==> src/rtl/kyp_scanner.sv <==
// kyp_scanner
//   Scans a 4x4 PmodKYP keypad and commits a debounced 4-bit hex key code.
//   One column is driven low per scan slot, and the active-low rows are
//   sampled at the end of each slot. One result is produced per 4-column
//   frame, and a key is committed only after DEBOUNCE_SCANS identical frames.
//
// Ports
//   clk        system clock
//   sys_rst_n  asynchronous active-low reset
//   row        keypad rows, active low, asynchronous to clk
//   col        column drive, active low, exactly one bit low
//   data       committed key code (0-F), holds its value across release
//   key_valid  high while a debounced key is held
//   key_press  one-cycle pulse on each newly committed key
//
// Parameters
//   SCAN_CYCLES     clk cycles per column slot (>= 4)
//   DEBOUNCE_SCANS  identical frames required to commit (>= 1)
module kyp_scanner #(
  parameter int unsigned SCAN_CYCLES    = 100000,
  parameter int unsigned DEBOUNCE_SCANS = 4
) (
  input  logic       clk,
  input  logic       sys_rst_n,
  input  logic [3:0] row,
  output logic [3:0] col,
  output logic [3:0] data,
  output logic       key_valid,
  output logic       key_press
);

  localparam int unsigned SLOT_W = $clog2(SCAN_CYCLES);
  localparam int unsigned CNT_W  = $clog2(DEBOUNCE_SCANS + 1);

  typedef enum logic [1:0] {COL0, COL1, COL2, COL3} col_state_e;

  // Physical key position to hex code; index is {row, column}.
  function automatic logic [3:0] key_map(input logic [1:0] c, input logic [1:0] r);
    logic [3:0] code;
    case ({r, c})
      4'h0: code = 4'h1;
      4'h1: code = 4'h2;
      4'h2: code = 4'h3;
      4'h3: code = 4'hA;
      4'h4: code = 4'h4;
      4'h5: code = 4'h5;
      4'h6: code = 4'h6;
      4'h7: code = 4'hB;
      4'h8: code = 4'h7;
      4'h9: code = 4'h8;
      4'hA: code = 4'h9;
      4'hB: code = 4'hC;
      4'hC: code = 4'h0;
      4'hD: code = 4'hF;
      4'hE: code = 4'hE;
      default: code = 4'hD;
    endcase
    return code;
  endfunction

  // Row synchroniser
  logic [3:0] row_meta_q, row_sync_q;

  // Column scan
  col_state_e          state_q, state_d;
  logic [SLOT_W-1:0]   slot_q, slot_d;
  logic [3:0]          col_q, col_d;
  logic                tc;
  logic                frame_end;

  // Frame accumulator: pressed-key count saturating at 2 (2 = multiple keys)
  logic [1:0]          acc_cnt_q, acc_cnt_d;
  logic [3:0]          acc_code_q, acc_code_d;
  logic [2:0]          col_hits;
  logic [3:0]          col_code;
  logic [1:0]          hits_sat;
  logic [2:0]          hit_sum;
  logic [1:0]          frame_cnt;
  logic [3:0]          frame_code;

  // Debounce
  logic                cand_key_q, cand_key_d;   // 0 = NONE candidate, 1 = KEY
  logic [3:0]          cand_code_q, cand_code_d;
  logic [CNT_W-1:0]    cnt_q, cnt_d;
  logic                res_key, res_multi, res_same;
  logic                commit;

  // Outputs
  logic [3:0]          data_q, data_d;
  logic                key_valid_q, key_valid_d;
  logic                key_press_q, key_press_d;

  always_ff @(posedge clk or negedge sys_rst_n) begin
    if (!sys_rst_n) begin
      row_meta_q <= '1;
      row_sync_q <= '1;
    end else begin
      row_meta_q <= row;
      row_sync_q <= row_meta_q;
    end
  end

  assign tc        = (slot_q == SLOT_W'(SCAN_CYCLES - 1));
  assign frame_end = tc && (state_q == COL3);

  // Column FSM: next state and next column drive
  always_comb begin
    state_d = state_q;
    slot_d  = slot_q + SLOT_W'(1);
    if (tc) begin
      slot_d = '0;
      case (state_q)
        COL0:    state_d = COL1;
        COL1:    state_d = COL2;
        COL2:    state_d = COL3;
        default: state_d = COL0;
      endcase
    end
    col_d          = '1;
    col_d[state_d] = 1'b0;
  end

  // Pressed keys in the active column, merged into the frame accumulator
  always_comb begin
    col_hits = '0;
    col_code = '0;
    for (int unsigned r = 0; r < 4; r++) begin
      if (!row_sync_q[r]) begin
        col_hits = col_hits + 3'd1;
        col_code = key_map(state_q, 2'(r));
      end
    end
    hits_sat   = (col_hits > 3'd1) ? 2'd2 : col_hits[1:0];
    hit_sum    = {1'b0, acc_cnt_q} + {1'b0, hits_sat};
    frame_cnt  = (hit_sum > 3'd2) ? 2'd2 : hit_sum[1:0];
    // The first single key seen in the frame supplies the code.
    frame_code = (acc_cnt_q == 2'd0) ? col_code : acc_code_q;

    acc_cnt_d  = acc_cnt_q;
    acc_code_d = acc_code_q;
    if (tc) begin
      if (state_q == COL3) begin
        acc_cnt_d  = '0;
        acc_code_d = '0;
      end else begin
        acc_cnt_d  = frame_cnt;
        acc_code_d = frame_code;
      end
    end
  end

  // Debounce and commit, evaluated on the frame's last sample
  always_comb begin
    res_key     = (frame_cnt == 2'd1);
    res_multi   = (frame_cnt == 2'd2);
    res_same    = (res_key == cand_key_q) && (!res_key || (frame_code == cand_code_q));

    cand_key_d  = cand_key_q;
    cand_code_d = cand_code_q;
    cnt_d       = cnt_q;
    commit      = 1'b0;

    if (frame_end && !res_multi) begin
      if (res_same) begin
        // Saturation means only the first arrival at the threshold commits.
        if (cnt_q != CNT_W'(DEBOUNCE_SCANS)) begin
          cnt_d  = cnt_q + CNT_W'(1);
          commit = (cnt_d == CNT_W'(DEBOUNCE_SCANS));
        end
      end else begin
        cand_key_d  = res_key;
        cand_code_d = res_key ? frame_code : '0;
        cnt_d       = CNT_W'(1);
        commit      = (DEBOUNCE_SCANS == 1);
      end
    end

    data_d      = data_q;
    key_valid_d = key_valid_q;
    key_press_d = 1'b0;
    if (commit) begin
      if (res_key) begin
        data_d      = frame_code;
        key_valid_d = 1'b1;
        key_press_d = !key_valid_q || (data_q != frame_code);
      end else begin
        key_valid_d = 1'b0;
      end
    end
  end

  always_ff @(posedge clk or negedge sys_rst_n) begin
    if (!sys_rst_n) begin
      state_q     <= COL0;
      slot_q      <= '0;
      col_q       <= 4'b1110;
      acc_cnt_q   <= '0;
      acc_code_q  <= '0;
      cand_key_q  <= 1'b0;
      cand_code_q <= '0;
      cnt_q       <= '0;
      data_q      <= '0;
      key_valid_q <= 1'b0;
      key_press_q <= 1'b0;
    end else begin
      state_q     <= state_d;
      slot_q      <= slot_d;
      col_q       <= col_d;
      acc_cnt_q   <= acc_cnt_d;
      acc_code_q  <= acc_code_d;
      cand_key_q  <= cand_key_d;
      cand_code_q <= cand_code_d;
      cnt_q       <= cnt_d;
      data_q      <= data_d;
      key_valid_q <= key_valid_d;
      key_press_q <= key_press_d;
    end
  end

  assign col       = col_q;
  assign data      = data_q;
  assign key_valid = key_valid_q;
  assign key_press = key_press_q;

endmodule

==> config.mk <==
export PLATFORM = sky130hd
export DESIGN_NAME = kyp_scanner
export DESIGN_NICKNAME = d
export VERILOG_FILES = /design/src/rtl/kyp_scanner.sv
export SDC_FILE = /design/constraint.sdc
export NUM_CORES = 1
export LEC_CHECK = 0
export BUFFER_PORTS_ARGS = -buffer_cell sky130_fd_sc_hd__buf_2
export CORE_ASPECT_RATIO = 0.8
export CORE_MARGIN = 2
export CORE_UTILIZATION = 65
export CTS_CLUSTER_DIAMETER = 150
export DETAILED_ROUTE_END_ITERATION = 12
export PLACE_DENSITY = 0.86
export SYNTH_ARGS = -nofsm -noshare
export SYNTH_HDL_FRONTEND = slang
export SYNTH_SLANG_ARGS = --single-unit
==> constraint.sdc <==
create_clock -name clk -period 7.9 [get_ports clk]
set_input_delay 1.58 -clock clk [delete_from_list [all_inputs] [get_ports clk]]
set_output_delay 1.58 -clock clk [all_outputs]
set_load 0.05 [all_outputs]
# ---- Yosys cells after proc, flatten, opt, wreduce, memory -nomap -nowiden
# Cells that the tools add are included.
dict set report op_classes {
  addsub 6
  order_cmp 4
  eq_ne 12
  muxes 31
  bitwise_logic 2
  n_reduce_logical 14
}
# cell n
set ops {}
lappend ops {{4-bit case mux with 4 select lines} 3}
lappend ops {{4-bit 2-to-1 mux} 7}
lappend ops {{17-bit by 1-bit adder with 17-bit output, second input constant} 1}
lappend ops {{17-bit == test, second input constant} 1}
lappend ops {{17-bit 2-to-1 mux} 1}
lappend ops {{3-bit 2-to-1 mux} 5}
lappend ops {{3-bit by 1-bit adder with 3-bit output, second input constant} 4}
lappend ops {{4-bit case mux with 3 select lines} 1}
lappend ops {{1-bit 2-to-1 mux} 8}
lappend ops {{2-bit 2-to-1 mux} 4}
lappend ops {{2-bit == test, second input constant} 3}
lappend ops {{2-bit case mux with 3 select lines} 1}
lappend ops {{2-bit AND reduction} 3}
lappend ops {{2-bit by 1-bit == test with 1-bit output, second input constant} 2}
lappend ops {{4-bit == test} 1}
lappend ops {{1-bit logical AND} 4}
lappend ops {{2-bit zero test} 2}
lappend ops {{4-bit != test} 1}
lappend ops {{4-bit NOT} 1}
lappend ops {{2-bit by 2-bit adder with 3-bit output} 1}
lappend ops {{3-bit == test, second input constant} 1}
lappend ops {{3-bit by 1-bit > comparator with 1-bit output, second input constant} 1}
lappend ops {{3-bit by 2-bit > comparator with 1-bit output, second input constant} 1}
lappend ops {{1-bit zero test} 3}
lappend ops {{8 further kinds} 9}
dict set report word_totals {
  reg_bits 51
  input_bits 6
  out_inout_bits 10
}

# ---- Logic depth before layout (Yosys ltp)
dict set report logic_depth {
  ltp_word 19
  ltp_mapped 18
  mapped_depth_nobuf 17
}

# ---- Worst setup path before layout
# OpenSTA, ideal clock, no wires.
dict set report synth_timing {
  path_type {flip-flop to flip-flop}
  startpoint {register row_sync_q[1]}
  endpoint {register data_q[0] (netlist: data[0])}
  t_arrival_ps 3952
  required_ps 7775
  path_slack_ps 3823
  path_stages_with_launch 15
  synth_period_minus_slack_ps 4077
  cell_sequence {dfstp_2 -> inv_1 -> ha_1 -> xnor2_1 -> ha_1 -> o31ai_1 -> o21a_1 -> ha_1 -> inv_1 -> fa_1 -> nand3_1 -> nor3_1 -> o2111ai_2 -> a2111oi_4 -> mux2_4}
}
dict set report synth_between {
  elab_chain_cells 17
  elab_cells_between_ends 26
}
# element line_no
set synth_lines {}
lappend synth_lines {{start, declared} 62} ;# logic [3:0] row_meta_q, row_sync_q;
lappend synth_lines {{start signal, assigned} 99} ;# row_sync_q <= row_meta_q;
lappend synth_lines {{3-bit 2-to-1 mux} 128} ;# if (!row_sync_q[r]) begin
lappend synth_lines {{3-bit by 1-bit adder with 3-bit output} 129} ;# col_hits = col_hits + 3'd1;
lappend synth_lines {{3-bit 2-to-1 mux} 128}
lappend synth_lines {{3-bit by 1-bit adder with 3-bit output} 129}
lappend synth_lines {{3-bit 2-to-1 mux} 128}
lappend synth_lines {{3-bit by 1-bit > comparator with 1-bit output} 133} ;# hits_sat = (col_hits > 3'd1) ? 2'd2 : col_hits[1:0];
lappend synth_lines {{2-bit 2-to-1 mux} 133}
lappend synth_lines {{2-bit by 2-bit adder with 3-bit output} 134} ;# hit_sum = {1'b0, acc_cnt_q} + {1'b0, hits_sat};
lappend synth_lines {{3-bit by 2-bit > comparator with 1-bit output} 135} ;# frame_cnt = (hit_sum > 3'd2) ? 2'd2 : hit_sum[1:0];
lappend synth_lines {{2-bit 2-to-1 mux} 135}
lappend synth_lines {{2-bit by 1-bit == test with 1-bit output} 154} ;# res_key = (frame_cnt == 2'd1);
lappend synth_lines {{1-bit zero test} 156} ;# res_same = (res_key == cand_key_q) && (!res_key || (frame_code == cand_code_q));
lappend synth_lines {{1-bit logical OR} 156}
lappend synth_lines {{1-bit logical AND} 156}
lappend synth_lines {{1-bit 2-to-1 mux} 164} ;# if (res_same) begin
lappend synth_lines {{1-bit 2-to-1 mux} 163} ;# if (frame_end && !res_multi) begin
lappend synth_lines {{2-bit AND reduction (no source line)} --}
lappend synth_lines {{end signal, assigned} 214} ;# data_q <= data_d;
lappend synth_lines {{end, declared} 89} ;# logic [3:0] data_q, data_d;
# Parallel ways exist; a longest one is shown, timed or not.
# A chain may end at the register's enable or synchronous reset.

# ---- Final worst setup path
dict set report layout_timing {
  startpoint {register row_sync_q[1]}
  endpoint {register cnt_q[0]}
}
dict set report layout_between {
  elab_chain_cells 16
  elab_cells_between_ends 26
}
# element line_no
set layout_lines {}
lappend layout_lines {{3-bit 2-to-1 mux} 128}
lappend layout_lines {{3-bit by 1-bit adder with 3-bit output} 129}
lappend layout_lines {{3-bit 2-to-1 mux} 128}
lappend layout_lines {{3-bit by 1-bit adder with 3-bit output} 129}
lappend layout_lines {{3-bit 2-to-1 mux} 128}
lappend layout_lines {{3-bit by 1-bit > comparator with 1-bit output} 133}
lappend layout_lines {{2-bit 2-to-1 mux} 133}
lappend layout_lines {{2-bit by 2-bit adder with 3-bit output} 134}
lappend layout_lines {{3-bit by 2-bit > comparator with 1-bit output} 135}
lappend layout_lines {{2-bit 2-to-1 mux} 135}
lappend layout_lines {{2-bit by 1-bit == test with 1-bit output} 154}
lappend layout_lines {{1-bit zero test} 156}
lappend layout_lines {{1-bit logical OR} 156}
lappend layout_lines {{1-bit logical AND} 156}
lappend layout_lines {{2-bit by 1-bit != test with 1-bit output (no source line)} --}
lappend layout_lines {{2-bit AND reduction (no source line)} --}
lappend layout_lines {{end signal, assigned} 213} ;# cnt_q <= cnt_d;
lappend layout_lines {{end, declared} 84} ;# logic [CNT_W-1:0] cnt_q, cnt_d;
# Parallel ways exist; a longest one is shown, timed or not.

==> results.md <==
- Max FO, Critical Path: 11
- TritonCTS Buffers: 5
- Crit Path Class: reg -> reg
- Seq cells post-synth: 51
- Largest cells by area after synthesis: dfrtp_1 (36%), dfstp_2 (11%), ha_1 (5.5%)
- HP Class: reg -> reg
- Mapped Cells: 265
- Fmax: 203 MHz
- Die Y: 62.1 microns
- Vias: 1965
- Final Hold Fails: 0
- Post-CTS Hold Fix Bufs: 0
- Initial antenna violation count: 0
- Die width: 76.7 microns
- Crit share post-route: 62.2%
- Synth area leader: dfrtp_1
- Post-CTS Setup Inserts: 0
- Wire per inst: 14.6 microns
- Max_cap viols: 0
- FFs w/ async S/R, synth: 100%
- CTS tree: built
- Vias in the first global route: 1939
- Lkg Pwr: 1.32 nW
- Resize count post-CTS: 0
- Overflow after GRT: 0
- Critical Path AT: 5.11 ns
- Synth cell types: 65
- Number of I/O port buffers: 15
- Starting DRC count in detailed routing: 212
- Pins Over Slew Limit: 0
- Final Net Count: 299
- Worst slew pin tran: 1.15 ns
- Worst vdd ir: 0.122 mV
- Slew margin rel.: 23.0%
- Clk_skew: 0.0108 ns
- H-tree depth: 2
- Synthesized cell area: 2750 sq um
- Post-route ant nets: 0
- Root Driver: clkbuf_8
- Dpl hpwl: 3580 microns
- Diodes inserted: 0
- DRT Wirelength: 4950 microns
- Register area share after synthesis: 47.0%
- Drt pass-1 iters: 4
- CTS Sinks: 51
- Vias per inst: 5.81
- Pwr Total: 0.470 mW
- Most common cell after layout, fill and taps aside: dfrtp_1
- Longest Clk Path Bufs: 2
- Worst Path Required: 8.09 ns
- Worst-Skew Late Latency: 0.31 ns
- Setup ws final: 2.98 ns
- Global Route Usage Sum: 23.7%
- Status: finished, final reports clean
- DRC: 0
- Layout cells sized above 1: 19.6%
- Most frequent cells in the layout: dfrtp_1 (40), nand2_1 (29), nor2_1 (21)
- Initial Util: 66.5%
- # rows: 21
- IO Pins: 16
- Yosys Warn Count: 0
- Non-Filler Instances: 338
- Cell Pwr Density: 159 nW/um^2
- Critical path capture point type: flip-flop
- Post-Place Worst Slack: 3.04 ns
- Setup TNS: 0 ns
- Top cell type's share of synthesized area: 36.5%
- Fin crit period: 4.92 ns
- Dpl cells: 330
- Syn nets: 284
- Finish-stage setup viols: 0
- Clk slew on worst S/H paths: 0.09 ns
- Post-synth top flop: dfrtp_1
- Type of origin of the critical path: flip-flop
- Synthesized area per cell: 10.4 sq um
- Core box area: 4130 sq um
- First-pass GRT wire length: 8930 microns
- Global placer's final weighted congestion: 0.902
- Largest net degree at the start of global routing: 52
- RSZ-0062 raised after global routing: no
- Die ar.: 4760 sq um
- Area grow syn2layout: 7.79%
- EDFF count, synth: 0
## kinds of logic (layout without fill, tap and decap cells)
logic type | after synthesis | in the layout | share of synthesized area, %
buf+inv | 23 | 39 | 3.97
flops | 51 | 51 | 47.0
mux | 4 | 4 | 2.01
simple gates | 97 | 97 | 19.0
fa+ha+maj | 13 | 13 | 6.20
compound gates | 55 | 55 | 14.6
xor+xnor | 22 | 22 | 7.29
## synth_stat cells, types with 2 or more instances
cell type and n:
inv_1 15, mux2_4 3, xnor2_1 13, a21bo_2 3, nand2b_1 2, ha_1 12, dfrtp_1 40, and4_1 2
nand4_1 5, nand2_1 29, or2_2 2, and4_4 2, nor4b_1 2, nor2_1 21, clkbuf_1 2, dfstp_2 11
o21ai_0 12, o31ai_1 4, nor3_1 3, xor2_1 8, buf_2 3, a21oi_1 15, buf_6 2, nand3_1 10
or3_1 2, and3_1 2, o21bai_1 2
## sequential cells by signal (all words and copies together), names as in the netlist
register     count
slot_q          17
acc_code_q       4
cand_code_q      4
col              4
data             4
row_meta_q       4
row_sync_q       4
cnt_q            3
acc_cnt_q        2
state_q          2
cand_key_q       1
key_press        1
key_valid        1
## worst paths after layout
| path | slack [ns] | to | startpoint | cells past startpoint |
|---|---|---|---|---|
| hold / removal | 0.36 | row_sync_q[3] | row_meta_q[3] | 0 |
| hold reg to reg | 0.36 | row_sync_q[3] | row_meta_q[3] | 0 |
| min in group asynchronous | 1.36 | slot_q[16] | sys_rst_n | 2 |
| setup / recovery | 2.98 | cnt_q[0] | row_sync_q[1] | 15 |
| setup reg to reg | 2.98 | cnt_q[0] | row_sync_q[1] | 15 |
| max in group asynchronous | 6.12 | cnt_q[2] | sys_rst_n | 2 |
## worst max-delay path, stage by stage, from the launching register on
cell and delay [ns]:
dfstp_2 0.59, inv_1 0.07, ha_1 0.31, xnor2_1 0.23
ha_1 0.27, o31ai_1 0.37, o21a_1 0.18, ha_1 0.13
inv_1 0.04, fa_1 0.53, nand3_1 0.15, nor3_1 0.25
o2111ai_2 0.21, a211oi_1 0.97, a21oi_1 0.24, o22a_1 0.25
## cell type report
class                           count  area, sq um
Fill cell                         316         1170
Inverter                           15         56.3
Tap cell                           57         71.3
Clock buffer                        7          108
Sequential cell                    51         1290
Clock inverter                      1         5.00
Multi-Input combinational cell    191         1350
Timing Repair Buffer               16         82.6
## report_power, final
group	switching [mW]	internal (mW)	leakage, nW	total [mW]
registers	0.00258	0.265	0.660	0.267
clock network	0.0867	0.0899	0.0594	0.177
logic	0.0166	0.00961	0.598	0.0262
## layer usage
layer  track usage [%]  wire, microns  up-vias
met1              34.9           2350      939
met4              8.86             84        0
met3              5.38            281        9
met2              34.5           2230       58
met5                 0              0        -
li1                  -              -      959
## stage by stage
stage / instance area, sq um / hold slack [ns] / util, %
6_report: 2960 / 0.359 / 71.7
5_1_grt: 2960 / 0.363 / 71.7
4_1_cts: 2960 / 0.360 / 71.7
3_5_place_dp: 2850 / 0.347 / 69.0
3_3_place_gp: 2850 / 0.346 / 69.0
2_1_floorplan: 2750 / 0.345 / -
Note: power is estimated with default switching activity, not from simulation.
